[config.mk]
export PLATFORM = sky130hd
export DESIGN_NAME = frankie_mem_arbiter_flat
export DESIGN_NICKNAME = d
export VERILOG_FILES = /design/src/rtl/frankie_mem_arbiter_if.sv /design/src/rtl/frankie_mem_arbiter.sv /design/src/flat_wrapper.sv
export SDC_FILE = /design/constraint.sdc
export NUM_CORES = 1
export LEC_CHECK = 0
export BUFFER_PORTS_ARGS = -buffer_cell sky130_fd_sc_hd__buf_2
export CELL_PAD_IN_SITES_DETAIL_PLACEMENT = 1
export CELL_PAD_IN_SITES_GLOBAL_PLACEMENT = 1
export CORE_ASPECT_RATIO = 0.9
export CORE_MARGIN = 3
export CORE_UTILIZATION = 37
export DETAILED_ROUTE_END_ITERATION = 16
export GPL_TIMING_DRIVEN = 0
export MAX_ROUTING_LAYER = met4
export PLACE_DENSITY_LB_ADDON = 0.2
export SLEW_MARGIN = 20
export SYNTH_ARGS = -nofsm -noshare
export SYNTH_HDL_FRONTEND = slang
export SYNTH_SLANG_ARGS = --single-unit
[constraint.sdc]
create_clock -name clock -period 3.2 [get_ports clock]
set_input_delay 0.64 -clock clock [delete_from_list [all_inputs] [get_ports clock]]
set_output_delay 0.64 -clock clock [all_outputs]
set_load 0.05 [all_outputs]
[src/rtl/frankie_mem_arbiter_if.sv]
// Bus bundle for frankie_mem_arbiter: CPU port, loader/debug port and the
// single-port synchronous memory port.
//   master : environment side (drives requests and mem_rdata)
//   slave  : arbiter side (drives acks, read data, stall and the memory strobe)
// ADDR_W / DATA_W must match the parameters of the arbiter instance.
interface frankie_mem_arbiter_if #(
  parameter int unsigned ADDR_W = 16,
  parameter int unsigned DATA_W = 16
);
  logic              cpu_req;
  logic              cpu_we;
  logic [ADDR_W-1:0] cpu_addr;
  logic [DATA_W-1:0] cpu_wdata;
  logic              cpu_ack;
  logic [DATA_W-1:0] cpu_rdata;
  logic              cpu_stall;

  logic              ldr_req;
  logic              ldr_we;
  logic [ADDR_W-1:0] ldr_addr;
  logic [DATA_W-1:0] ldr_wdata;
  logic              ldr_ack;
  logic [DATA_W-1:0] ldr_rdata;

  logic              mem_en;
  logic              mem_we;
  logic [ADDR_W-1:0] mem_addr;
  logic [DATA_W-1:0] mem_wdata;
  logic [DATA_W-1:0] mem_rdata;

  modport master (
    output cpu_req, cpu_we, cpu_addr, cpu_wdata,
    input  cpu_ack, cpu_rdata, cpu_stall,
    output ldr_req, ldr_we, ldr_addr, ldr_wdata,
    input  ldr_ack, ldr_rdata,
    input  mem_en, mem_we, mem_addr, mem_wdata,
    output mem_rdata
  );

  modport slave (
    input  cpu_req, cpu_we, cpu_addr, cpu_wdata,
    output cpu_ack, cpu_rdata, cpu_stall,
    input  ldr_req, ldr_we, ldr_addr, ldr_wdata,
    output ldr_ack, ldr_rdata,
    output mem_en, mem_we, mem_addr, mem_wdata,
    input  mem_rdata
  );
endinterface

[src/rtl/frankie_mem_arbiter.sv]
// Two-requester arbiter in front of a single-port synchronous memory.
// CPU has priority; the loader is forced through after MAX_GRANT consecutive
// CPU grants made while it was waiting. One access per two cycles:
// IDLE/RESP (arbitrate) -> ISSUE (mem_en strobe) -> RESP (ack to owner).
// Ports:
//   clock : rising-edge system clock
//   reset : asynchronous active-high reset
//   bus   : frankie_mem_arbiter_if.slave (CPU, loader and memory signals)
module frankie_mem_arbiter #(
  parameter int unsigned ADDR_W    = 16,
  parameter int unsigned DATA_W    = 16,
  parameter int unsigned MAX_GRANT = 8
) (
  input logic                 clock,
  input logic                 reset,
  frankie_mem_arbiter_if.slave bus
);

  localparam int unsigned CntW = (MAX_GRANT < 1) ? 1 : $clog2(MAX_GRANT + 1);
  localparam logic [CntW-1:0] CntMax = CntW'(MAX_GRANT);

  typedef enum logic [1:0] {StIdle, StIssue, StResp} state_e;

  state_e            state_q, state_d;
  logic              owner_q, owner_d;  // 1 = loader owns the access
  logic              we_q, we_d;
  logic [ADDR_W-1:0] addr_q, addr_d;
  logic [DATA_W-1:0] wdata_q, wdata_d;
  logic [CntW-1:0]   starve_q, starve_d;
  logic [DATA_W-1:0] cpu_rdata_q, cpu_rdata_d;
  logic [DATA_W-1:0] ldr_rdata_q, ldr_rdata_d;

  logic cpu_wins;
  logic resp_cpu, resp_ldr;

  // Loader only wins a contested edge once the CPU has used its full quota.
  assign cpu_wins = bus.cpu_req & ~(bus.ldr_req & (starve_q == CntMax));

  assign resp_cpu = (state_q == StResp) & ~owner_q;
  assign resp_ldr = (state_q == StResp) & owner_q;

  always_comb begin
    state_d     = state_q;
    owner_d     = owner_q;
    we_d        = we_q;
    addr_d      = addr_q;
    wdata_d     = wdata_q;
    starve_d    = starve_q;
    cpu_rdata_d = cpu_rdata_q;
    ldr_rdata_d = ldr_rdata_q;

    unique case (state_q)
      StIssue: state_d = StResp;
      StIdle, StResp: begin
        // Memory data is valid during the ack cycle; keep it for later cycles.
        if (resp_cpu && !we_q) cpu_rdata_d = bus.mem_rdata;
        if (resp_ldr && !we_q) ldr_rdata_d = bus.mem_rdata;

        state_d = StIdle;
        if (cpu_wins) begin
          state_d  = StIssue;
          owner_d  = 1'b0;
          we_d     = bus.cpu_we;
          addr_d   = bus.cpu_addr;
          wdata_d  = bus.cpu_wdata;
          if (bus.ldr_req) begin
            starve_d = (starve_q == CntMax) ? starve_q : starve_q + CntW'(1);
          end else begin
            starve_d = '0;
          end
        end else if (bus.ldr_req) begin
          state_d  = StIssue;
          owner_d  = 1'b1;
          we_d     = bus.ldr_we;
          addr_d   = bus.ldr_addr;
          wdata_d  = bus.ldr_wdata;
          starve_d = '0;
        end
      end
      default: state_d = StIdle;
    endcase
  end

  always_ff @(posedge clock or posedge reset) begin
    if (reset) begin
      state_q     <= StIdle;
      owner_q     <= 1'b0;
      we_q        <= 1'b0;
      addr_q      <= '0;
      wdata_q     <= '0;
      starve_q    <= '0;
      cpu_rdata_q <= '0;
      ldr_rdata_q <= '0;
    end else begin
      state_q     <= state_d;
      owner_q     <= owner_d;
      we_q        <= we_d;
      addr_q      <= addr_d;
      wdata_q     <= wdata_d;
      starve_q    <= starve_d;
      cpu_rdata_q <= cpu_rdata_d;
      ldr_rdata_q <= ldr_rdata_d;
    end
  end

  assign bus.mem_en    = (state_q == StIssue);
  assign bus.mem_we    = (state_q == StIssue) & we_q;
  assign bus.mem_addr  = addr_q;
  assign bus.mem_wdata = wdata_q;

  assign bus.cpu_ack   = resp_cpu;
  assign bus.ldr_ack   = resp_ldr;
  // Read data is forwarded straight from memory in the ack cycle, then held.
  assign bus.cpu_rdata = (resp_cpu && !we_q) ? bus.mem_rdata : cpu_rdata_q;
  assign bus.ldr_rdata = (resp_ldr && !we_q) ? bus.mem_rdata : ldr_rdata_q;
  assign bus.cpu_stall = bus.cpu_req & ~resp_cpu;

endmodule

[src/flat_wrapper.sv]
// flat-port wrapper written by rule: the top's interface ports become plain ports
module frankie_mem_arbiter_flat 
#(
  parameter int unsigned ADDR_W    = 16,
  parameter int unsigned DATA_W    = 16,
  parameter int unsigned MAX_GRANT = 8
)
  (clock, reset, bus_cpu_req, bus_cpu_we, bus_cpu_addr, bus_cpu_wdata, bus_cpu_ack, bus_cpu_rdata, bus_cpu_stall, bus_ldr_req, bus_ldr_we, bus_ldr_addr, bus_ldr_wdata, bus_ldr_ack, bus_ldr_rdata, bus_mem_en, bus_mem_we, bus_mem_addr, bus_mem_wdata, bus_mem_rdata);
  frankie_mem_arbiter_if #(.ADDR_W(ADDR_W), .DATA_W(DATA_W)) bus_i ();
  input logic clock;
  input logic reset;
  input wire logic [$bits(bus_i.cpu_req)-1:0] bus_cpu_req;
  input wire logic [$bits(bus_i.cpu_we)-1:0] bus_cpu_we;
  input wire logic [$bits(bus_i.cpu_addr)-1:0] bus_cpu_addr;
  input wire logic [$bits(bus_i.cpu_wdata)-1:0] bus_cpu_wdata;
  output wire logic [$bits(bus_i.cpu_ack)-1:0] bus_cpu_ack;
  output wire logic [$bits(bus_i.cpu_rdata)-1:0] bus_cpu_rdata;
  output wire logic [$bits(bus_i.cpu_stall)-1:0] bus_cpu_stall;
  input wire logic [$bits(bus_i.ldr_req)-1:0] bus_ldr_req;
  input wire logic [$bits(bus_i.ldr_we)-1:0] bus_ldr_we;
  input wire logic [$bits(bus_i.ldr_addr)-1:0] bus_ldr_addr;
  input wire logic [$bits(bus_i.ldr_wdata)-1:0] bus_ldr_wdata;
  output wire logic [$bits(bus_i.ldr_ack)-1:0] bus_ldr_ack;
  output wire logic [$bits(bus_i.ldr_rdata)-1:0] bus_ldr_rdata;
  output wire logic [$bits(bus_i.mem_en)-1:0] bus_mem_en;
  output wire logic [$bits(bus_i.mem_we)-1:0] bus_mem_we;
  output wire logic [$bits(bus_i.mem_addr)-1:0] bus_mem_addr;
  output wire logic [$bits(bus_i.mem_wdata)-1:0] bus_mem_wdata;
  input wire logic [$bits(bus_i.mem_rdata)-1:0] bus_mem_rdata;
  assign bus_i.cpu_req = bus_cpu_req;
  assign bus_i.cpu_we = bus_cpu_we;
  assign bus_i.cpu_addr = bus_cpu_addr;
  assign bus_i.cpu_wdata = bus_cpu_wdata;
  assign bus_cpu_ack = bus_i.cpu_ack;
  assign bus_cpu_rdata = bus_i.cpu_rdata;
  assign bus_cpu_stall = bus_i.cpu_stall;
  assign bus_i.ldr_req = bus_ldr_req;
  assign bus_i.ldr_we = bus_ldr_we;
  assign bus_i.ldr_addr = bus_ldr_addr;
  assign bus_i.ldr_wdata = bus_ldr_wdata;
  assign bus_ldr_ack = bus_i.ldr_ack;
  assign bus_ldr_rdata = bus_i.ldr_rdata;
  assign bus_mem_en = bus_i.mem_en;
  assign bus_mem_we = bus_i.mem_we;
  assign bus_mem_addr = bus_i.mem_addr;
  assign bus_mem_wdata = bus_i.mem_wdata;
  assign bus_i.mem_rdata = bus_mem_rdata;
  frankie_mem_arbiter #(.ADDR_W(ADDR_W), .DATA_W(DATA_W), .MAX_GRANT(MAX_GRANT)) u_core (.clock(clock), .reset(reset), .bus(bus_i));
endmodule
==> out/results.ini <==
[outcome]
outcome = finished, final reports clean

[clocking]
cts_buffers = 9
cts_root_buf = clkbuf_16
cts-hold-fix-buffers = 0
cts_tree = done
post_cts_buffers = 0
clockBufferDepth = 2
clk_latency_ns = 0.33
h-tree-depth = 3
post_cts_resize_count = 0
path_clk_slew_ns = 0.06
cts_sinks = 72

[finish]
layout.cells.non_filler = 628
layout_commonest_cell = buf_2
diodes = 0
syn2layout_area_growth_pct = 33.49
final_nets = 585
fin_area_sq_mm = 0.005097
layout_common_cells = buf_2, dfrtp_1, nand2_1
drive_above_1_share = 0.4602

[critical_path]
crit_required_ns = 2.56
r2r_end = u_core.bus.mem_addr[15]$_DFFE_PP0P_
r2r_cells = 7
crit_slowest_cell = dfrtp_1
critPathMaxStageDelay_ns = 0.37
crit_chain = buf_6, nor3b_2, nor2b_1, buf_4, buf_6, mux2_1, buf_2
arrival_ns = 2.18
cp-end-kind = output port
regToRegStartpoint = u_core.starve_q[0]$_DFFE_PP0P_
critPathLaunchType = flip-flop
ff2ff_setup_slack_ns = 1.36
crit_top_cell = buf_6
cp_max_fo = 10
critPathKind = reg2out

[routing]
postRouteAntennaNets = 0
wl_per_cell_microns = 17.71
drt-vias-per-instance = 5.143
routed_wl_microns = 11120
via_count = 3230
drt_iter0_drc = 126
dr.pass1.iters = 4
drc = 0

[global_route]
antenna_found_initial = 0
grt_use_met3 = 0.03671
grt_pass1_wl_microns = 18150
grt_use_met1 = 0.2480
top_usage_layer = met2
track_usage = 0.2030
overflow = 0
grt_pass1_vias = 3580
grtUsageMet2 = 0.3461
grt_start_max_net_pins = 42

[synth]
yosysWarnings = 0
ys_seq_elements = 72
ys_seq_area_frac = 0.4718
synth_area_sq_mm = 0.003819
synth_nets = 419
avgSynthCellArea_sq_um = 11.54
syn_inst = 331
ys_types = 34

[timing]
fin_worst_skew_ns = 0.009312
setup_tns_ns = 0
min_period_over_period = 0.8810
hold_viol_final = 0
maxClockFrequency_ghz = 0.3547
setup_viol = 0
relSlewSlack = 0.6756
rsz0062_at_grt = false
slew_viol_final = 0
worstMarginPinSlew_ns = 0.4866
setup_ws_ns = 0.3807
period_needed_ns = 2.819

[placement]
place_inst = 612
place_ws_ns = 0.5753
dpl.hpwl_microns = 8020
routabilityCongestion = 0.7350
port_buffers = 154
post_dp_cell_area_sq_mm = 0.004777

[floorplanning]
initial_core_util = 0.3869
die-height_microns = 102.4
ios = 155
die_area_sq_mm = 0.01158
die_w_microns = 113.1
core_sq_mm = 0.009869
rows = 34

[pwr]
finalPower_mw = 4.701
irDropWorstVdd_mv = 0.6321
p_leak_nw = 2.476
powerDensity_mw_per_mm2 = 922.3

[run]
drv_cap = 0

[worst_hold_path]
holdCritPathClass = in2async

## per-stage QoR
step	hold slack (ns)	utilization
floorplan	0.4503	-
global placement	0.4477	0.4810
detailed placement	0.4679	0.4840
CTS	0.3182	0.5165
global route	0.3365	0.5165
finish	0.3167	0.5165
## worst max-delay path: cells and delay by family (launching register included)
| kind | cells | cell delay (ns) |
|---|---|---|
| mux | 1 | 0.36 |
| flops | 1 | 0.37 |
| buf+inv | 4 | 0.68 |
| simple gates | 2 | 0.43 |
## cell type report
type	count	area (sq um)
fillers	1121	4772
flip-flops and latches	72	1802
multi-input cells	223	1749
repair buffers	155	798.3
plain buffers	31	249.0
clock buffers	9	225.2
well taps	126	157.7
clock inverters	7	95.09
inverters	5	21.27
## registers in the layout, summed over array words and instances, names as in the netlist
| signal | cells |
|---|---|
| u_core.bus.mem_addr | 16 |
| u_core.state_q | 2 |
| u_core.we_q | 1 |
| u_core.cpu_rdata_q | 16 |
| u_core.starve_q | 4 |
| u_core.ldr_rdata_q | 16 |
| u_core.owner_q | 1 |
| u_core.bus.mem_wdata | 16 |
## report_power, final
group,switching [mW],internal [mW]
sequential,0.166,1.21
combinational,1.52,0.726
clock,0.401,0.684
## routing by layer
layer / wire, microns / up-vias
met2: 5614 / 99
li1: - / 1523
met4: 95 / 0
met5: 0 / -
met1: 4838 / 1600
met3: 576 / 8
## worst max-delay path by stage
stage | start | slack, ns | endpoint
after floorplan | u_core.state_q[0]$_DFF_PP0_ | 0.36 | bus_cpu_rdata[0]
after global routing | u_core.state_q[0]$_DFF_PP0_ | 0.25 | bus_cpu_rdata[13]
after CTS | u_core.state_q[0]$_DFF_PP0_ | 0.35 | bus_cpu_rdata[13]
final | u_core.state_q[0]$_DFF_PP0_ | 0.38 | bus_cpu_rdata[13]
after detailed placement | bus_cpu_req | 0.58 | bus_cpu_stall
after global placement | reset | -0.33 | u_core.bus.mem_addr[5]$_DFFE_PP0P_
## Yosys cell counts, drive strengths merged
master / count / share of area
ha: 2 / 0.0066
nand2b: 1 / 0.0016
o21bai: 1 / 0.0020
mux2: 64 / 0.22
a21oi: 1 / 0.0013
and4b: 1 / 0.0026
o31ai: 2 / 0.0039
nor2: 1 / 0.00098
o32ai: 1 / 0.0023
nand2: 69 / 0.068
clkbuf: 9 / 0.0088
mux2i: 1 / 0.0026
inv: 5 / 0.0049
nor2b: 4 / 0.0085
nand3: 1 / 0.0013
o22a: 1 / 0.0023
buf: 22 / 0.056
and2: 2 / 0.0033
nand4: 33 / 0.054
dfrtp: 72 / 0.47
and3b: 1 / 0.0023
nor3b: 1 / 0.0033
o41ai: 1 / 0.0023
nand4b: 1 / 0.0039
nand3b: 1 / 0.0020
o211ai: 33 / 0.065
## logic make-up (layout without fill, tap and decap cells)
family	count (synthesis)	count (layout)	share of synthesized area
flops	72	72	0.4718
simple gates	116	116	0.1517
compound gates	40	40	0.07896
fa+ha+maj	2	2	0.006552
buf+inv	36	207	0.07011
mux	65	65	0.2208
(Power assumes the default switching activity.)
